$ cat config.mk
export PLATFORM = sky130hd
export DESIGN_NAME = exec_unit_flat
export DESIGN_NICKNAME = d
export VERILOG_FILES = /design/src/rtl/exec_pkg.sv /design/src/rtl/exec_unit_if.sv /design/src/rtl/exec_alu_comb.sv /design/src/rtl/exec_unit.sv /design/src/flat_wrapper.sv
export SDC_FILE = /design/constraint.sdc
export NUM_CORES = 1
export LEC_CHECK = 0
export ABC_AREA = 1
export CORE_UTILIZATION = 40
export CTS_CLUSTER_DIAMETER = 80
export DETAILED_ROUTE_END_ITERATION = 10
export GPL_TIMING_DRIVEN = 0
export PLACE_DENSITY = 0.62
export REMOVE_ABC_BUFFERS = 1
export SLEW_MARGIN = 0
export SYNTH_ARGS = -nofsm -noshare
export SYNTH_HDL_FRONTEND = slang
export SYNTH_SLANG_ARGS = --single-unit
export TNS_END_PERCENT = 50
$ cat constraint.sdc
create_clock -name clk -period 1.3 [get_ports clk]
set_input_delay 0.26 -clock clk [delete_from_list [all_inputs] [get_ports clk]]
set_output_delay 0.26 -clock clk [all_outputs]
set_load 0.1 [all_outputs]
$ cat src/rtl/exec_pkg.sv
// Shared types and defaults for the execute stage that sits after the 4x16 register file.
package exec_pkg;

    localparam int unsigned ExecWidth  = 16;
    localparam int unsigned ExecShamtW = 4;

    typedef enum logic [2:0] {
        OpAdd = 3'b000,
        OpSub = 3'b001,
        OpAnd = 3'b010,
        OpOr  = 3'b011,
        OpXor = 3'b100,
        OpShl = 3'b101,
        OpShr = 3'b110,
        OpMul = 3'b111
    } op_t;

    typedef enum logic [0:0] {
        StIdle = 1'b0,
        StMul  = 1'b1
    } state_t;

endpackage

$ cat src/rtl/exec_unit_if.sv
// Request/response bundle between the operand source and exec_unit.
interface exec_unit_if
    import exec_pkg::*;
#(
    parameter int unsigned WIDTH = ExecWidth
);
    logic             start;
    op_t              op;
    logic [WIDTH-1:0] operand_a;
    logic [WIDTH-1:0] operand_b;
    logic             busy;
    logic             done;
    logic             write_en;
    logic [WIDTH-1:0] result;
    logic             zero;
    logic             carry;

    modport master (
        output start, op, operand_a, operand_b,
        input  busy, done, write_en, result, zero, carry
    );

    modport slave (
        input  start, op, operand_a, operand_b,
        output busy, done, write_en, result, zero, carry
    );
endinterface

$ cat src/rtl/exec_alu_comb.sv
// Combinational single-cycle ALU producing {carry, result}; MUL here means "unsupported"
// and yields result 0 with carry set.
module exec_alu_comb
    import exec_pkg::*;
#(
    parameter int unsigned WIDTH   = ExecWidth,
    parameter int unsigned SHAMT_W = ExecShamtW
) (
    input  op_t              op_i,
    input  logic [WIDTH-1:0] a_i,
    input  logic [WIDTH-1:0] b_i,
    output logic [WIDTH-1:0] result_o,
    output logic             carry_o
);
    logic [SHAMT_W-1:0] shamt;
    logic [WIDTH:0]     sum;
    logic [WIDTH:0]     shl;
    logic [WIDTH:0]     shr;

    // One guard bit on each shift catches the last bit out; it stays 0 for shift by 0.
    always_comb begin
        shamt = b_i[SHAMT_W-1:0];
        sum   = {1'b0, a_i} + {1'b0, b_i};
        shl   = {1'b0, a_i} << shamt;
        shr   = {a_i, 1'b0} >> shamt;
    end

    always_comb begin
        result_o = '0;
        carry_o  = 1'b0;
        unique case (op_i)
            OpAdd: {carry_o, result_o} = sum;
            OpSub: begin
                result_o = a_i - b_i;
                carry_o  = (a_i < b_i);
            end
            OpAnd: result_o = a_i & b_i;
            OpOr:  result_o = a_i | b_i;
            OpXor: result_o = a_i ^ b_i;
            OpShl: {carry_o, result_o} = shl;
            OpShr: {result_o, carry_o} = shr;
            OpMul: begin
                result_o = '0;
                carry_o  = 1'b1;
            end
            default: begin
                result_o = '0;
                carry_o  = 1'b1;
            end
        endcase
    end
endmodule

$ cat src/rtl/exec_unit.sv
// Execute stage: registered single-cycle ALU results plus an optional iterative shift-add MUL.
// Define EXEC_MUL_EN to build the multiplier; otherwise MUL completes at once flagged by carry.
module exec_unit
    import exec_pkg::*;
#(
    parameter int unsigned WIDTH   = ExecWidth,
    parameter int unsigned SHAMT_W = ExecShamtW
) (
    input  logic      clk,
    input  logic      reset,
    exec_unit_if.slave bus
);
    state_t           state_q, state_d;
    logic             done_q, done_d;
    logic [WIDTH-1:0] result_q, result_d;
    logic             zero_q, zero_d;
    logic             carry_q, carry_d;

    logic [WIDTH-1:0] alu_result;
    logic             alu_carry;
    logic             accept;

    assign accept = (state_q == StIdle) && bus.start;

`ifdef EXEC_MUL_EN
    localparam logic [SHAMT_W-1:0] CntLast = SHAMT_W'(WIDTH - 1);

    logic [WIDTH-1:0]   mcand_q, mcand_d;
    logic [WIDTH-1:0]   mplier_q, mplier_d;
    logic [WIDTH-1:0]   acc_q, acc_d;
    logic [SHAMT_W-1:0] cnt_q, cnt_d;
    logic [WIDTH-1:0]   acc_step;
    logic               mul_last;

    assign acc_step = acc_q + (mplier_q[cnt_q] ? (mcand_q << cnt_q) : '0);
    assign mul_last = (cnt_q == CntLast);
`endif

    exec_alu_comb #(
        .WIDTH   (WIDTH),
        .SHAMT_W (SHAMT_W)
    ) u_alu (
        .op_i     (bus.op),
        .a_i      (bus.operand_a),
        .b_i      (bus.operand_b),
        .result_o (alu_result),
        .carry_o  (alu_carry)
    );

    always_ff @(posedge clk or negedge reset) begin
        if (!reset) begin
            state_q <= StIdle;
        end else begin
            state_q <= state_d;
        end
    end

    always_comb begin
        state_d = state_q;
        unique case (state_q)
            StIdle: begin
`ifdef EXEC_MUL_EN
                if (accept && (bus.op == OpMul)) state_d = StMul;
`endif
            end
            StMul: begin
`ifdef EXEC_MUL_EN
                if (mul_last) state_d = StIdle;
`else
                state_d = StIdle;
`endif
            end
            default: state_d = StIdle;
        endcase
    end

    always_comb begin
        done_d   = 1'b0;
        result_d = result_q;
        zero_d   = zero_q;
        carry_d  = carry_q;
`ifdef EXEC_MUL_EN
        mcand_d  = mcand_q;
        mplier_d = mplier_q;
        acc_d    = acc_q;
        cnt_d    = cnt_q;
        if (accept && (bus.op == OpMul)) begin
            mcand_d  = bus.operand_a;
            mplier_d = bus.operand_b;
            acc_d    = '0;
            cnt_d    = '0;
        end else if (accept) begin
            done_d   = 1'b1;
            result_d = alu_result;
            zero_d   = (alu_result == '0);
            carry_d  = alu_carry;
        end else if (state_q == StMul) begin
            acc_d = acc_step;
            cnt_d = cnt_q + 1'b1;
            if (mul_last) begin
                done_d   = 1'b1;
                result_d = acc_step;
                zero_d   = (acc_step == '0);
                carry_d  = 1'b0;
            end
        end
`else
        if (accept) begin
            done_d   = 1'b1;
            result_d = alu_result;
            zero_d   = (alu_result == '0);
            carry_d  = alu_carry;
        end
`endif
    end

    always_ff @(posedge clk or negedge reset) begin
        if (!reset) begin
            done_q   <= 1'b0;
            result_q <= '0;
            zero_q   <= 1'b0;
            carry_q  <= 1'b0;
`ifdef EXEC_MUL_EN
            mcand_q  <= '0;
            mplier_q <= '0;
            acc_q    <= '0;
            cnt_q    <= '0;
`endif
        end else begin
            done_q   <= done_d;
            result_q <= result_d;
            zero_q   <= zero_d;
            carry_q  <= carry_d;
`ifdef EXEC_MUL_EN
            mcand_q  <= mcand_d;
            mplier_q <= mplier_d;
            acc_q    <= acc_d;
            cnt_q    <= cnt_d;
`endif
        end
    end

    always_comb begin
`ifdef EXEC_MUL_EN
        bus.busy = (state_q == StMul);
`else
        bus.busy = 1'b0;
`endif
        bus.done     = done_q;
        bus.write_en = done_q;
        bus.result   = result_q;
        bus.zero     = zero_q;
        bus.carry    = carry_q;
    end
endmodule

$ cat src/flat_wrapper.sv
// flat-port wrapper written by rule: the top's interface ports become plain ports
module exec_unit_flat import exec_pkg::*;
#(
    parameter int unsigned WIDTH   = ExecWidth,
    parameter int unsigned SHAMT_W = ExecShamtW
)
  (clk, reset, bus_start, bus_op, bus_operand_a, bus_operand_b, bus_busy, bus_done, bus_write_en, bus_result, bus_zero, bus_carry);
  exec_unit_if #(.WIDTH(WIDTH)) bus_i ();
  input  logic clk;
  input  logic reset;
  input wire logic [$bits(bus_i.start)-1:0] bus_start;
  input wire logic [$bits(bus_i.op)-1:0] bus_op;
  input wire logic [$bits(bus_i.operand_a)-1:0] bus_operand_a;
  input wire logic [$bits(bus_i.operand_b)-1:0] bus_operand_b;
  output wire logic [$bits(bus_i.busy)-1:0] bus_busy;
  output wire logic [$bits(bus_i.done)-1:0] bus_done;
  output wire logic [$bits(bus_i.write_en)-1:0] bus_write_en;
  output wire logic [$bits(bus_i.result)-1:0] bus_result;
  output wire logic [$bits(bus_i.zero)-1:0] bus_zero;
  output wire logic [$bits(bus_i.carry)-1:0] bus_carry;
  assign bus_i.start = bus_start;
  assign bus_i.op = bus_op;
  assign bus_i.operand_a = bus_operand_a;
  assign bus_i.operand_b = bus_operand_b;
  assign bus_busy = bus_i.busy;
  assign bus_done = bus_i.done;
  assign bus_write_en = bus_i.write_en;
  assign bus_result = bus_i.result;
  assign bus_zero = bus_i.zero;
  assign bus_carry = bus_i.carry;
  exec_unit #(.WIDTH(WIDTH), .SHAMT_W(SHAMT_W)) u_core (.clk(clk), .reset(reset), .bus(bus_i));
endmodule
==> flow_metrics.env, run 1 <==
export IMPL_grt_remaining_overflow=0
export IMPL_place_congestion=0.966
export IMPL_peakVddDrop_mv=0.488
export IMPL_io_pins=59
export IMPL_status="complete, but fails checks"
export IMPL_final_setup_worst_slack_ps=-716
export IMPL_place_inst=1122
export IMPL_min_to="u_core.bus.result[7]"
export IMPL_max_stage_delay_ps=430
export IMPL_drc_errors=1
export IMPL_start_util_pct=41.0
export IMPL_hp_start="u_core.bus.result[7]"
export IMPL_drtPass1Iterations=8
export IMPL_netlist_area_sq_mm=0.00490
export IMPL_place_area_sq_mm=0.00548
export IMPL_drv_cap=0
export IMPL_layout_min_cycle_time_ps=2020
export IMPL_finalCritPeriodShare_pct=155
export IMPL_r2r_slack_ps=650
export IMPL_rows=40
export IMPL_drive_above_1_share_pct=34.0
export IMPL_drt_iter0_markers=602
export IMPL_grt_pass1_wl_microns=34000
export IMPL_netlist_instances=955
export IMPL_hold_path_cell_count=2
export IMPL_hp_class="flop to flop"
export IMPL_max_slew_worst_pin_slew_ps=869
export IMPL_finalNetCount=1167
export IMPL_ctsLongestPathBuffers=2
export IMPL_grt_pass1_vias=6492
export IMPL_htree_num_levels=1
export IMPL_worstPathRequired_ps=1490
export IMPL_cp_slowest_cell="fa_2"
export IMPL_grt_usage_pct=34.4
export IMPL_vias=6956
export IMPL_final_area_sq_mm=0.00740
export IMPL_p_leak_nw=3.80
export IMPL_dp_hpwl_microns=14800
export IMPL_multiInputGateArea_sq_mm=0.00476
export IMPL_wl_per_cell_microns=18.1
export IMPL_cp_startpoint="bus_operand_b[1]"
export IMPL_finClkSkew_ps=0
export IMPL_yosysWarnings=0
export IMPL_timing_setup_tns_ps=-8590
export IMPL_cts_sinks=19
export IMPL_die_w_microns=113
export IMPL_yosysSeqAreaShare_pct=9.70
export IMPL_synthFlopType="dfrtp_1"
export IMPL_synth_distinct_cells=33
export IMPL_rsz0062_at_grt="yes"
export IMPL_power_density_mw_per_mm2=692
export IMPL_most_common_layout_cells="nand2_1 (291), nand3_1 (118), inv_1 (82)"
export IMPL_numCtsBuffers=3
export IMPL_clkSlewWorstSetupHoldPaths_ps=50
export IMPL_crit_path_end_kind="flop"
export IMPL_finalMaxSlewViolations=0
export IMPL_final_common_cell="nand2_1"
export IMPL_max_slew_margin_pct=41.9
export IMPL_n_fill_cell=1150
export IMPL_ctsHoldBuffers=0
export IMPL_setup_viol=18
export IMPL_synth_top_area_share_pct=26.0
export IMPL_r2r_end="u_core.bus.result[12]"
export IMPL_synth_top_cell_by_area="nand2_1"
export IMPL_violations="DRC, setup timing"
export IMPL_syn_to_final_growth_pct=51.1
export IMPL_fmax_ghz=0.496
export IMPL_arrival_ps=2210
export IMPL_grt_max_degree=20
export IMPL_ys_ff_latch=19
export IMPL_hold_viol=0
export IMPL_fin_util_pct=61.9
export IMPL_antenna_cells=0
export IMPL_crit_chain="buf_16 -> clkinvlp_4 -> buf_8 -> fa_2 -> nand2_4 -> nand2_4 -> nand3_2 -> nand2_4 -> nand2_1 -> nand3_1 -> nand3_2 -> nand4_1 -> nand2_2 -> nand2_1 -> nor2_1 -> nand2_1 -> nand2_1"
export IMPL_avgViaCountPerCell=5.68
export IMPL_crit_top_cell="nand2_1"
export IMPL_antenna_found_initial=0
export IMPL_core_area_sq_mm=0.0120
export IMPL_clk_latency_ps=250
export IMPL_critPathKind="input pin to flop"
export IMPL_seqCellArea_sq_um=475
export IMPL_final_instance_count_excl_fill=1224
export IMPL_synth_area_top_cells="nand2_1 (26%), nand3_1 (15%), ha_1 (13%)"
export IMPL_die_area_sq_mm=0.0127
export IMPL_start_kind="input pin"
export IMPL_routed_wl_microns=22200
export IMPL_syn_area_per_cell_sq_um=5.13
export IMPL_port_buffers=57
export IMPL_power_mw=5.12
export IMPL_post_place_ws_ps=-3340
export IMPL_synth_edf_count=0
export IMPL_cts_root_buf="clkbuf_16"
export IMPL_cp_max_fo=5
export IMPL_reg2reg_from="u_core.bus.result[12]"
export IMPL_synthArstFlopShare_pct=100
export IMPL_die_y_microns=113
export IMPL_ant_nets=0
export IMPL_r2r_cells=2
export IMPL_worst_hold_slack_ps=467
export IMPL_tritoncts="done"
[per-layer routing]
layer  up-vias  global-route usage [%]  wire [microns]
met5         -                       0               0
met4         0                    13.5            1190
met1      3203                    44.9            8940
met3        77                    4.07            1870
li1       3285                       -               -
met2       391                    57.7           10200
[cell type report]
type                    instances  area share [%]
repair inverters                7           0.710
well taps                     147            2.48
inverters                     125            7.03
multi-input cells             774            64.2
repair buffers                148            18.0
flip-flops and latches         19            6.42
clock buffers                   3            1.01
clock inverters                 1          0.0676
[logic make-up (layout without fill, tap and decap cells)]
kind of cell / Yosys count / in the layout / synth area share (%)
AND/OR/NAND/NOR: 638 / 638 / 54.6
buffers and inverters: 162 / 284 / 13.1
AO/OA/AOI/OAI: 81 / 81 / 8.65
adder cells (fa/ha/maj): 51 / 51 / 13.3
flip-flops: 19 / 19 / 9.70
XOR/XNOR: 3 / 3 / 0.536
other: 1 / 1 / 0.0765
[sequential cells by signal, summed over array words and instances, names as in the netlist]
register and cells:
u_core.bus.zero 1, u_core.bus.done 1, u_core.bus.result 16, u_core.bus.carry 1
[synthesized netlist by cell type (2+ instances only)]
cell,n
nand2_1,340
nand3_1,151
inv_1,116
nor2_1,109
ha_1,49
a21oi_1,40
o21ai_0,30
dfrtp_1,19
buf_2,16
clkbuf_1,16
nand4_1,15
nor3_1,9
inv_2,8
and2_1,5
o22ai_1,4
buf_4,3
o211ai_1,3
or2_2,3
xor2_1,3
fa_1,2
nand3_2,2
[repair_timing]
item | in CTS | in global routing
cloned | 10 | 0
pin swaps | 67 | 67
buffers inserted | 77 | 11
endpoints found under the hold margin | 0 | 0
resized for setup | 474 | 113
endpoints found under the setup margin | 38 | 29
[where the power goes]
| group | internal [mW] | switching (mW) |
|---|---|---|
| registers | 0.674 | 0.0422 |
| clock network | 0.412 | 0.215 |
| logic | 1.29 | 2.49 |
| total | 2.38 | 2.75 |
[worst max-delay path: cells and delay by family]
| family | cells | cell delay (ps) |
|---|---|---|
| buffers and inverters | 3 | 320 |
| adder cells (fa/ha/maj) | 1 | 430 |
| AND/OR/NAND/NOR | 13 | 1210 |
[worst max-delay path by stage]
stage,depth (start not counted),slack [ps],endpoint
finish,17,-720,u_core.bus.zero
global route,17,-790,u_core.bus.zero
CTS,17,-700,u_core.bus.zero
detailed placement,15,-3340,u_core.bus.zero
global placement,15,-3360,u_core.bus.carry
floorplan,17,-1080,u_core.bus.zero
Note: power is estimated with default switching activity, not from simulation.
==> inputs of run 2 (changes only) <==
CTS_CLUSTER_DIAMETER = 40   (was 80)
==> results of run 2 <==
No change in the layout: final DEF, timing and power equal those of run 1.
